$ cat config.mk
export PLATFORM = sky130hd
export DESIGN_NAME = imm_ext_queue_flat
export DESIGN_NICKNAME = d
export VERILOG_FILES = /design/src/rtl/imm_ext_queue_if.sv /design/src/rtl/imm_ext_queue.sv /design/src/flat_wrapper.sv
export SDC_FILE = /design/constraint.sdc
export NUM_CORES = 1
export LEC_CHECK = 0
export CAP_MARGIN = 25
export CORE_MARGIN = 10
export CORE_UTILIZATION = 46
export CTS_CLUSTER_SIZE = 24
export DETAILED_ROUTE_END_ITERATION = 10
export PLACE_DENSITY = 0.76
export REMOVE_ABC_BUFFERS = 1
export SLEW_MARGIN = 20
export SYNTH_ARGS = -nofsm -noshare
export SYNTH_HDL_FRONTEND = slang
export SYNTH_SLANG_ARGS = --single-unit
$ cat constraint.sdc
create_clock -name clk -period 4 [get_ports clk]
set_input_delay 0.8 -clock clk [delete_from_list [all_inputs] [get_ports clk]]
set_output_delay 0.8 -clock clk [all_outputs]
set_load 0.1 [all_outputs]
$ cat src/rtl/imm_ext_queue_if.sv
// Handshake bundle for imm_ext_queue: producer side (in_*, flush),
// consumer side (out_*), and the completed-pop counter ext_cnt.
interface imm_ext_queue_if #(
  parameter int IN_W  = 16,
  parameter int OUT_W = 32,
  parameter int TAG_W = 5
);
  logic             in_valid;
  logic             in_ready;
  logic [IN_W-1:0]  in_imm;
  logic [1:0]       in_op;
  logic [TAG_W-1:0] in_tag;
  logic             flush;
  logic             out_valid;
  logic             out_ready;
  logic [OUT_W-1:0] out_data;
  logic [TAG_W-1:0] out_tag;
  logic [31:0]      ext_cnt;

  modport slave (
    input  in_valid,
    input  in_imm,
    input  in_op,
    input  in_tag,
    input  flush,
    input  out_ready,
    output in_ready,
    output out_valid,
    output out_data,
    output out_tag,
    output ext_cnt
  );

  modport master (
    output in_valid,
    output in_imm,
    output in_op,
    output in_tag,
    output flush,
    output out_ready,
    input  in_ready,
    input  out_valid,
    input  out_data,
    input  out_tag,
    input  ext_cnt
  );
endinterface

$ cat src/rtl/imm_ext_queue.sv
// Immediate extender feeding a 2-entry FIFO; extension is done at push.
// Ports: clk, reset (sync, active-high), q (imm_ext_queue_if.slave).
// Op 0 sext, 1 zext, 2 upper-align, 3 branch offset or zero.
// Macro IMM_EXT_BRANCH_SHIFT_EN: op 3 gives sext(imm) << 2.
module imm_ext_queue #(
  parameter int IN_W  = 16,
  parameter int OUT_W = 32,
  parameter int TAG_W = 5
) (
  input  logic          clk,
  input  logic          reset,
  imm_ext_queue_if.slave q
);

  logic [OUT_W-1:0] data_q [2];
  logic [OUT_W-1:0] data_d [2];
  logic [TAG_W-1:0] tag_q  [2];
  logic [TAG_W-1:0] tag_d  [2];
  logic             wr_ptr_q, wr_ptr_d;
  logic             rd_ptr_q, rd_ptr_d;
  logic [1:0]       cnt_q, cnt_d;
  logic [31:0]      ext_cnt_q, ext_cnt_d;

  logic signed [IN_W-1:0]  simm;
  logic        [OUT_W-1:0] sext;
  logic        [OUT_W-1:0] zext;
  logic        [OUT_W-1:0] ext;
  logic                    push;
  logic                    pop;
  logic                    full;
  logic                    empty;

  assign full  = (cnt_q == 2'd2);
  assign empty = (cnt_q == 2'd0);

  assign q.in_ready  = !full;
  assign q.out_valid = !empty;
  assign q.out_data  = empty ? '0 : data_q[rd_ptr_q];
  assign q.out_tag   = empty ? '0 : tag_q[rd_ptr_q];
  assign q.ext_cnt   = ext_cnt_q;

  assign push = q.in_valid && !full;
  assign pop  = !empty && q.out_ready;

  // Size casts keep the operand's signedness, so simm widens with its sign.
  assign simm = q.in_imm;
  assign sext = OUT_W'(simm);
  assign zext = OUT_W'(q.in_imm);

  always_comb begin
    ext = '0;
    unique case (q.in_op)
      2'd0: ext = sext;
      2'd1: ext = zext;
      2'd2: ext = zext << (OUT_W - IN_W);
      2'd3: begin
`ifdef IMM_EXT_BRANCH_SHIFT_EN
        ext = sext << 2;
`else
        ext = '0;
`endif
      end
      default: ext = '0;
    endcase
  end

  always_comb begin
    data_d    = data_q;
    tag_d     = tag_q;
    wr_ptr_d  = wr_ptr_q;
    rd_ptr_d  = rd_ptr_q;
    cnt_d     = cnt_q;
    ext_cnt_d = ext_cnt_q + 32'(pop);
    if (q.flush) begin
      // Same-edge push is dropped; a same-edge pop still counted above.
      wr_ptr_d = 1'b0;
      rd_ptr_d = 1'b0;
      cnt_d    = 2'd0;
    end else begin
      if (push) begin
        data_d[wr_ptr_q] = ext;
        tag_d[wr_ptr_q]  = q.in_tag;
        wr_ptr_d         = ~wr_ptr_q;
      end
      if (pop) begin
        rd_ptr_d = ~rd_ptr_q;
      end
      cnt_d = cnt_q + 2'(push) - 2'(pop);
    end
  end

  always_ff @(posedge clk) begin
    if (reset) begin
      wr_ptr_q  <= 1'b0;
      rd_ptr_q  <= 1'b0;
      cnt_q     <= 2'd0;
      ext_cnt_q <= '0;
    end else begin
      wr_ptr_q  <= wr_ptr_d;
      rd_ptr_q  <= rd_ptr_d;
      cnt_q     <= cnt_d;
      ext_cnt_q <= ext_cnt_d;
    end
  end

  // Payload needs no reset: it is masked to zero while the queue is empty.
  always_ff @(posedge clk) begin
    data_q <= data_d;
    tag_q  <= tag_d;
  end

endmodule
$ cat src/flat_wrapper.sv
// flat-port wrapper written by rule: the top's interface ports become plain ports
module imm_ext_queue_flat 
#(
  parameter int IN_W  = 16,
  parameter int OUT_W = 32,
  parameter int TAG_W = 5
)
  (clk, reset, q_in_valid, q_in_imm, q_in_op, q_in_tag, q_flush, q_out_ready, q_in_ready, q_out_valid, q_out_data, q_out_tag, q_ext_cnt);
  imm_ext_queue_if #(.IN_W(IN_W), .OUT_W(OUT_W), .TAG_W(TAG_W)) q_i ();
  input  logic clk;
  input  logic reset;
  input wire logic [$bits(q_i.in_valid)-1:0] q_in_valid;
  input wire logic [$bits(q_i.in_imm)-1:0] q_in_imm;
  input wire logic [$bits(q_i.in_op)-1:0] q_in_op;
  input wire logic [$bits(q_i.in_tag)-1:0] q_in_tag;
  input wire logic [$bits(q_i.flush)-1:0] q_flush;
  input wire logic [$bits(q_i.out_ready)-1:0] q_out_ready;
  output wire logic [$bits(q_i.in_ready)-1:0] q_in_ready;
  output wire logic [$bits(q_i.out_valid)-1:0] q_out_valid;
  output wire logic [$bits(q_i.out_data)-1:0] q_out_data;
  output wire logic [$bits(q_i.out_tag)-1:0] q_out_tag;
  output wire logic [$bits(q_i.ext_cnt)-1:0] q_ext_cnt;
  assign q_i.in_valid = q_in_valid;
  assign q_i.in_imm = q_in_imm;
  assign q_i.in_op = q_in_op;
  assign q_i.in_tag = q_in_tag;
  assign q_i.flush = q_flush;
  assign q_i.out_ready = q_out_ready;
  assign q_in_ready = q_i.in_ready;
  assign q_out_valid = q_i.out_valid;
  assign q_out_data = q_i.out_data;
  assign q_out_tag = q_i.out_tag;
  assign q_ext_cnt = q_i.ext_cnt;
  imm_ext_queue #(.IN_W(IN_W), .OUT_W(OUT_W), .TAG_W(TAG_W)) u_core (.clk(clk), .reset(reset), .q(q_i));
endmodule
==> flow_summary_export.csv, run 1 <==
group,metric,value,unit
critical_path,cp_slowest_stage_delay,1.17,ns
final_layout,fillers,834,
floorplan,ios,99,
logic_synthesis,synth_cells,407,
sta,tns,0,ns
sta,max-slew-margin-rel,31.5,%
run_status,status,"complete, no violations",
global_route,grtUsageTotal,14.5,%
floorplan,die_width,121,µm
clock_tree,insertion_delay,0.36,ns
pwr,p_total,2.09,mW
final_layout,finalInstanceArea,5960,µm²
clock_tree,post_cts_resized,0,
floorplan,placementRows,36,
sta,maxSlewViolCount,0,
sta,fmax,0.287,GHz
global_route,first_global_vias,3475,
logic_synthesis,synth_area,4730,µm²
logic_synthesis,synth.distinct_cells,34,
sta,final_hold_viol_count,0,
global_route,grt_pass1_wl,17.4,mm
global_route,antenna_found_initial,0,
route,wl_per_cell,17.0,µm
pwr,p_leak,1.98,nW
sta,tightest_slew,1.02,ns
clock_tree,cts_root_buf,"clkbuf_8",
sta,skew,0.0105,ns
floorplan,start_util,47.7,%
critical_path,crit_type,"flip-flop to primary output",
sta,setup_violations,0,
clock_tree,postCtsHoldBufs,0,
flow_run,drv_cap,0,
placement,dp_cells,623,
floorplan,die_h,121,µm
placement,place_hpwl,7.36,mm
placement,routabilityCongestion,0.796,
critical_path,critPathTopFamily,"buffers and inverters",
min_path,hold_class,"flip-flop to flip-flop",
clock_tree,cts_buffer_depth,2,
placement,place_area,5790,µm²
pwr,peakVddDrop,0.167,mV
critical_path,crit_path_start_kind,"flip-flop",
logic_synthesis,yosysSeqAreaShare,62.3,%
critical_path,cp_max_fo,24,
sta,fin_crit,3.49,ns
global_route,grt_max_degree,37,
route,first_iter_violations,217,
final_layout,postLayoutCoreUtil,60.1,%
route,drc,0,
route,dr_total_vias,3370,
pwr,power.density,352,nW/µm²
sta,rsz0062_at_grt,"no",
clock_tree,cts_tree,"built",
route,routed_wl,10.9,mm
critical_path,crit_chain,"mux2i_1, nor2_1, clkdlybuf4s50_1",
critical_path,end_kind,"primary output",
sta,hold_ws,0.506,ns
critical_path,cp.arrival,2.69,ns
final_layout,nNetsFinal,532,
placement,dp_slack,0.674,ns
critical_path,cp.required,3.20,ns
sta,worst_slack,0.512,ns
placement,port_buffers,98,
clock_tree,cts_made_buffers,9,
global_route,gr-total-overflow,0,
route,vias_per_cell,5.28,
final_layout,final_cells,638,
logic_synthesis,syn_avg_cell_area,11.6,µm²
clock_tree,postCtsSetupRepairBufs,0,
critical_path,worstPathBufferInverterCount,1,
route,firstDrtPassIters,5,
clock_tree,clock-sinks,110,
logic_synthesis,ys_seq_elements,110,
sta,min_period_over_period,87.2,%
clock_tree,cts.clk_slew.worst_paths,0.10,ns
final_layout,diodes,0,
critical_path,crit_slowest_cell,"clkdlybuf4s50_1",
floorplan,dieArea,14700,µm²
route,detail-route-antenna-nets,0,
logic_synthesis,synth-warning-count,0,
floorplan,core,9910,µm²
final_layout,drive_gt1_share,12.3,%
final_layout,syn2layout_area_growth,26.0,%
clock_tree,htreeDepth,3,
-- power by group --
group	leakage [nW]	total (mW)	internal, mW	switching, mW
Clock	0.0802	0.601	0.228	0.372
Combinational	0.914	0.244	0.0703	0.173
Sequential	0.987	1.25	1.24	0.00968
-- final timing paths --
kind | start | endpoint | slack [ns] | cells after the start
max | u_core.rd_ptr_q$_SDFFE_PP0P_ | q_out_data[19] | 0.51 | 3
min | u_core.q.ext_cnt[31]$_SDFF_PP0_ | u_core.q.ext_cnt[31]$_SDFF_PP0_ | 0.51 | 2
max reg2reg | u_core.cnt_q[0]$_SDFF_PP0_ | u_core.q.ext_cnt[24]$_SDFF_PP0_ | 1.49 | 7
min reg2reg | u_core.q.ext_cnt[31]$_SDFF_PP0_ | u_core.q.ext_cnt[31]$_SDFF_PP0_ | 0.51 | 2
-- synth_stat cells, drive strengths merged --
cell / number / area (µm²)
nor2: 51 / 191
clkbuf: 21 / 78.8
and4: 6 / 53.8
nor2b: 18 / 113
xnor2: 5 / 43.8
nand4: 12 / 81.3
or3: 7 / 46.3
nand3: 8 / 45.0
ha: 3 / 37.5
nor3: 6 / 30.0
o21a: 1 / 7.51
inv: 6 / 22.5
mux2i: 37 / 370
o31ai: 10 / 75.1
and3: 1 / 6.26
nand2: 27 / 101
dfxtp: 36 / 721
edfxtp: 74 / 2220
a21oi: 32 / 160
nor4: 1 / 6.26
o211ai: 1 / 7.51
buf: 3 / 13.8
nand2b: 2 / 12.5
o2111ai: 1 / 8.76
o21ai: 9 / 45.0
and2: 4 / 25.0
or4: 12 / 90.1
nor3b: 2 / 15.0
xor2: 11 / 96.3
-- layer usage --
metal	vias up	part of all wire (%)	global-route usage (%)
met1	1607	45	18.3
met5	-	0	0
li1	1661	-	-
met2	98	47	22.7
met4	0	0.40	3.95
met3	4	7.6	5.68
-- tightest hold or removal path, stage by stage, from the launching register on --
cell and delay, ns:
dfxtp_1 0.34, o31ai_1 0.06, a21oi_1 0.06
-- layout make-up --
class / count / area (µm²) / share of cell area, %
inverter: 6 / 22.5 / 0.378
clock inverter: 6 / 45.0 / 0.756
tap: 133 / 166 / 2.79
timing repair buffer: 107 / 973 / 16.3
multi-input combinational: 267 / 1680 / 28.2
clock buffer: 9 / 124 / 2.08
sequential: 110 / 2940 / 49.4
-- kinds of logic after synthesis --
kind of cell / Yosys count / share of synthesized area (%)
mux: 37 / 7.83
xor+xnor: 16 / 2.96
fa+ha+maj: 3 / 0.794
buf+inv: 30 / 2.44
compound gates: 54 / 6.43
flops: 110 / 62.3
simple gates: 157 / 17.3
-- layout by cell type, fill, tap and decap left out, types with 2 or more instances in the layout --
| cell type | Yosys | final |
|---|---|---|
| o21ai_0 | 9 | 9 |
| buf_4 | 0 | 39 |
| nand2b_1 | 2 | 2 |
| nand4_1 | 11 | 11 |
| edfxtp_1 | 74 | 74 |
| dfxtp_1 | 36 | 35 |
| xor2_1 | 11 | 11 |
| mux2i_1 | 37 | 37 |
| nor2b_1 | 18 | 18 |
| clkinvlp_4 | 0 | 2 |
| nor3_1 | 6 | 5 |
| clkdlybuf4s50_1 | 0 | 68 |
| or3_1 | 5 | 5 |
| ha_1 | 3 | 3 |
| inv_6 | 0 | 3 |
| nand2_1 | 27 | 27 |
| a21oi_1 | 32 | 32 |
| inv_1 | 6 | 6 |
| xnor2_1 | 5 | 5 |
| and2_1 | 4 | 4 |
| nor2_1 | 51 | 50 |
| clkbuf_8 | 0 | 9 |
| or4_1 | 12 | 12 |
| or3_2 | 2 | 2 |
| nand3_1 | 7 | 7 |
| o31ai_1 | 10 | 10 |
| and4_1 | 5 | 5 |
-- registers in the layout, summed over array words and instances (netlist names) --
| name | flops |
|---|---|
| u_core.tag_q | 10 |
| u_core.cnt_q | 2 |
| u_core.wr_ptr_q | 1 |
| u_core.rd_ptr_q | 1 |
| u_core.data_q | 64 |
| u_core.q.ext_cnt | 32 |
Power figures use the tool's default switching activity.
==> run 2, diff against run 1 <==
--- a/config.mk
+++ b/config.mk
@@ -10,7 +10,7 @@
 export CORE_UTILIZATION = 46
 export CTS_CLUSTER_SIZE = 24
 export DETAILED_ROUTE_END_ITERATION = 10
-export PLACE_DENSITY = 0.76
+export PLACE_DENSITY = 0.85
 export REMOVE_ABC_BUFFERS = 1
 export SLEW_MARGIN = 20
 export SYNTH_ARGS = -nofsm -noshare
==> run 2 against run 1 <==
Clock skew down 0.00094 ns. Highest routed layer unchanged. Largest cell class unchanged. Critical path depth is the same. Largest power group unchanged. Via count is 0.56% higher. Sequential cell count unchanged.
==> flow_summary_export.csv, run 2 (synthesis results as in run 1) <==
group,metric,value,unit
clock_tree,cts_root_buf,"clkbuf_8",
sta,fin_crit,3.30,ns
global_route,first_global_vias,3444,
route,first_iter_violations,134,
sta,max-slew-margin-rel,31.6,%
route,drc,0,
sta,worst_slack,0.702,ns
floorplan,core,9910,µm²
route,dr_total_vias,3389,
placement,port_buffers,98,
sta,maxSlewViolCount,0,
final_layout,drive_gt1_share,11.8,%
min_path,hold_class,"flip-flop to flip-flop",
clock_tree,cts_buffer_depth,2,
critical_path,worst_r2r_path_depth,7,
clock_tree,post_cts_resized,0,
floorplan,die_h,121,µm
critical_path,crit_path_start_kind,"flip-flop",
final_layout,fillers,810,
critical_path,end_kind,"primary output",
clock_tree,cts_made_buffers,9,
sta,min_period_over_period,82.4,%
final_layout,most-common-layout-cells,"edfxtp_1, clkdlybuf4s50_1, nor2_1",
critical_path,timing.rr.end,"u_core.q.ext_cnt[30]$_SDFF_PP0_",
route,vias_per_cell,5.34,
route,routed_wl,10.7,mm
min_path,min_to,"u_core.q.ext_cnt[31]$_SDFF_PP0_",
floorplan,start_util,47.7,%
floorplan,placementRows,36,
flow_run,drv_cap,0,
placement,place_hpwl,7.41,mm
pwr,peakVddDrop,0.164,mV
global_route,gr-total-overflow,0,
global_route,grtUsageTotal,14.2,%
clock_tree,clock-sinks,110,
critical_path,cp_max_fo,17,
min_path,hp-start,"u_core.q.ext_cnt[31]$_SDFF_PP0_",
run_status,status,"complete, no violations",
clock_tree,cts_tree,"built",
clock_tree,postCtsHoldBufs,0,
final_layout,largest_reg_flops,64,
sta,setup_violations,0,
sta,final_hold_viol_count,0,
route,wl_per_cell,16.9,µm
critical_path,cp.required,3.20,ns
min_path,holdPathStages,2,
sta,skew,0.00953,ns
critical_path,crit_type,"flip-flop to primary output",
clock_tree,cts.clk_slew.worst_paths,0.10,ns
critical_path,r2r_slack,1.51,ns
final_layout,diodes,0,
final_layout,nNetsFinal,528,
critical_path,cp.arrival,2.50,ns
route,firstDrtPassIters,4,
floorplan,dieArea,14700,µm²
critical_path,timing.rr.start,"u_core.cnt_q[0]$_SDFF_PP0_",
final_layout,final_common_cell,"edfxtp_1",
sta,fmax,0.303,GHz
route,detail-route-antenna-nets,0,
clock_tree,htreeDepth,3,
global_route,antenna_found_initial,0,
placement,routabilityCongestion,0.843,
final_layout,syn2layout_area_growth,25.9,%
clock_tree,insertion_delay,0.35,ns
sta,tns,0,ns
floorplan,ios,99,
pwr,power.density,360,nW/µm²
sta,tightest_slew,1.02,ns
global_route,grt_max_degree,38,
final_layout,largest-register,"u_core.data_q",
floorplan,die_width,121,µm
clock_tree,postCtsSetupRepairBufs,0,
global_route,grt_pass1_wl,17.1,mm
sta,rsz0062_at_grt,"no",
placement,dp_slack,0.646,ns
pwr,p_leak,1.97,nW
## run 2: changes by cell type in the layout (fill, tap and decap cells not counted), sizes merged
cell,before,now
inv,9,8
bufinv,0,1
buf,39,35
clkinv,1,2
## run 2: how the worst max path moves through the flow
stage | cells past startpoint | start | end
final | 3 | u_core.rd_ptr_q$_SDFFE_PP0P_ | q_out_data[27]
after global routing | 3 | u_core.rd_ptr_q$_SDFFE_PP0P_ | q_out_data[18]
after CTS | 3 | u_core.rd_ptr_q$_SDFFE_PP0P_ | q_out_data[27]
after detailed placement | 8 | q_out_ready | u_core.q.ext_cnt[30]$_SDFF_PP0_
after global placement | 8 | q_out_ready | u_core.q.ext_cnt[26]$_SDFF_PP0_
after floorplan | 3 | u_core.cnt_q[0]$_SDFF_PP0_ | u_core.data_q[0]$_DFFE_PP_
## run 2: through the flow
stage / instance area [µm²] / util [%] / hold WS (ns) / cells / total power [mW]
after floorplan: 4630 / - / 0.535 / 383 / 1.43
final: 5950 / 60.1 / 0.487 / 635 / 2.14
after global routing: 5950 / 60.1 / 0.521 / 635 / 2.22
after global placement: 5760 / 58.1 / 0.465 / 619 / 1.51
after detailed placement: 5760 / 58.1 / 0.478 / 619 / 1.52
after CTS: 5950 / 60.1 / 0.493 / 635 / 2.17
## run 2: metal layers
layer	track usage, %	share of wire [%]	up-vias
met5	0	0	-
met4	2.98	0.16	0
met3	6.19	8.6	2
met2	23.4	47	100
met1	16.9	44	1628
li1	-	-	1659
## run 2: final cells by class
| cell class | count | area, µm² | share of cell area (%) |
|---|---|---|---|
| inverters | 6 | 22.5 | 0.378 |
| well taps | 133 | 166 | 2.80 |
| clock buffers | 9 | 124 | 2.08 |
| multi-input cells | 267 | 1680 | 28.3 |
| flip-flops and latches | 110 | 2940 | 49.5 |
| clock inverters | 7 | 71.3 | 1.20 |
| repair buffers | 103 | 941 | 15.8 |
## run 2: where the power goes
part | switching [mW] | internal, mW
Clock | 0.358 | 0.291
Sequential | 0.00955 | 1.24
Combinational | 0.174 | 0.0676
## run 2: worst max-delay path, stage by stage, from the launching register on
cell	delay [ns]
dfxtp_2	0.70
mux2i_1	0.17
nor2_1	0.12
clkdlybuf4s50_1	1.14
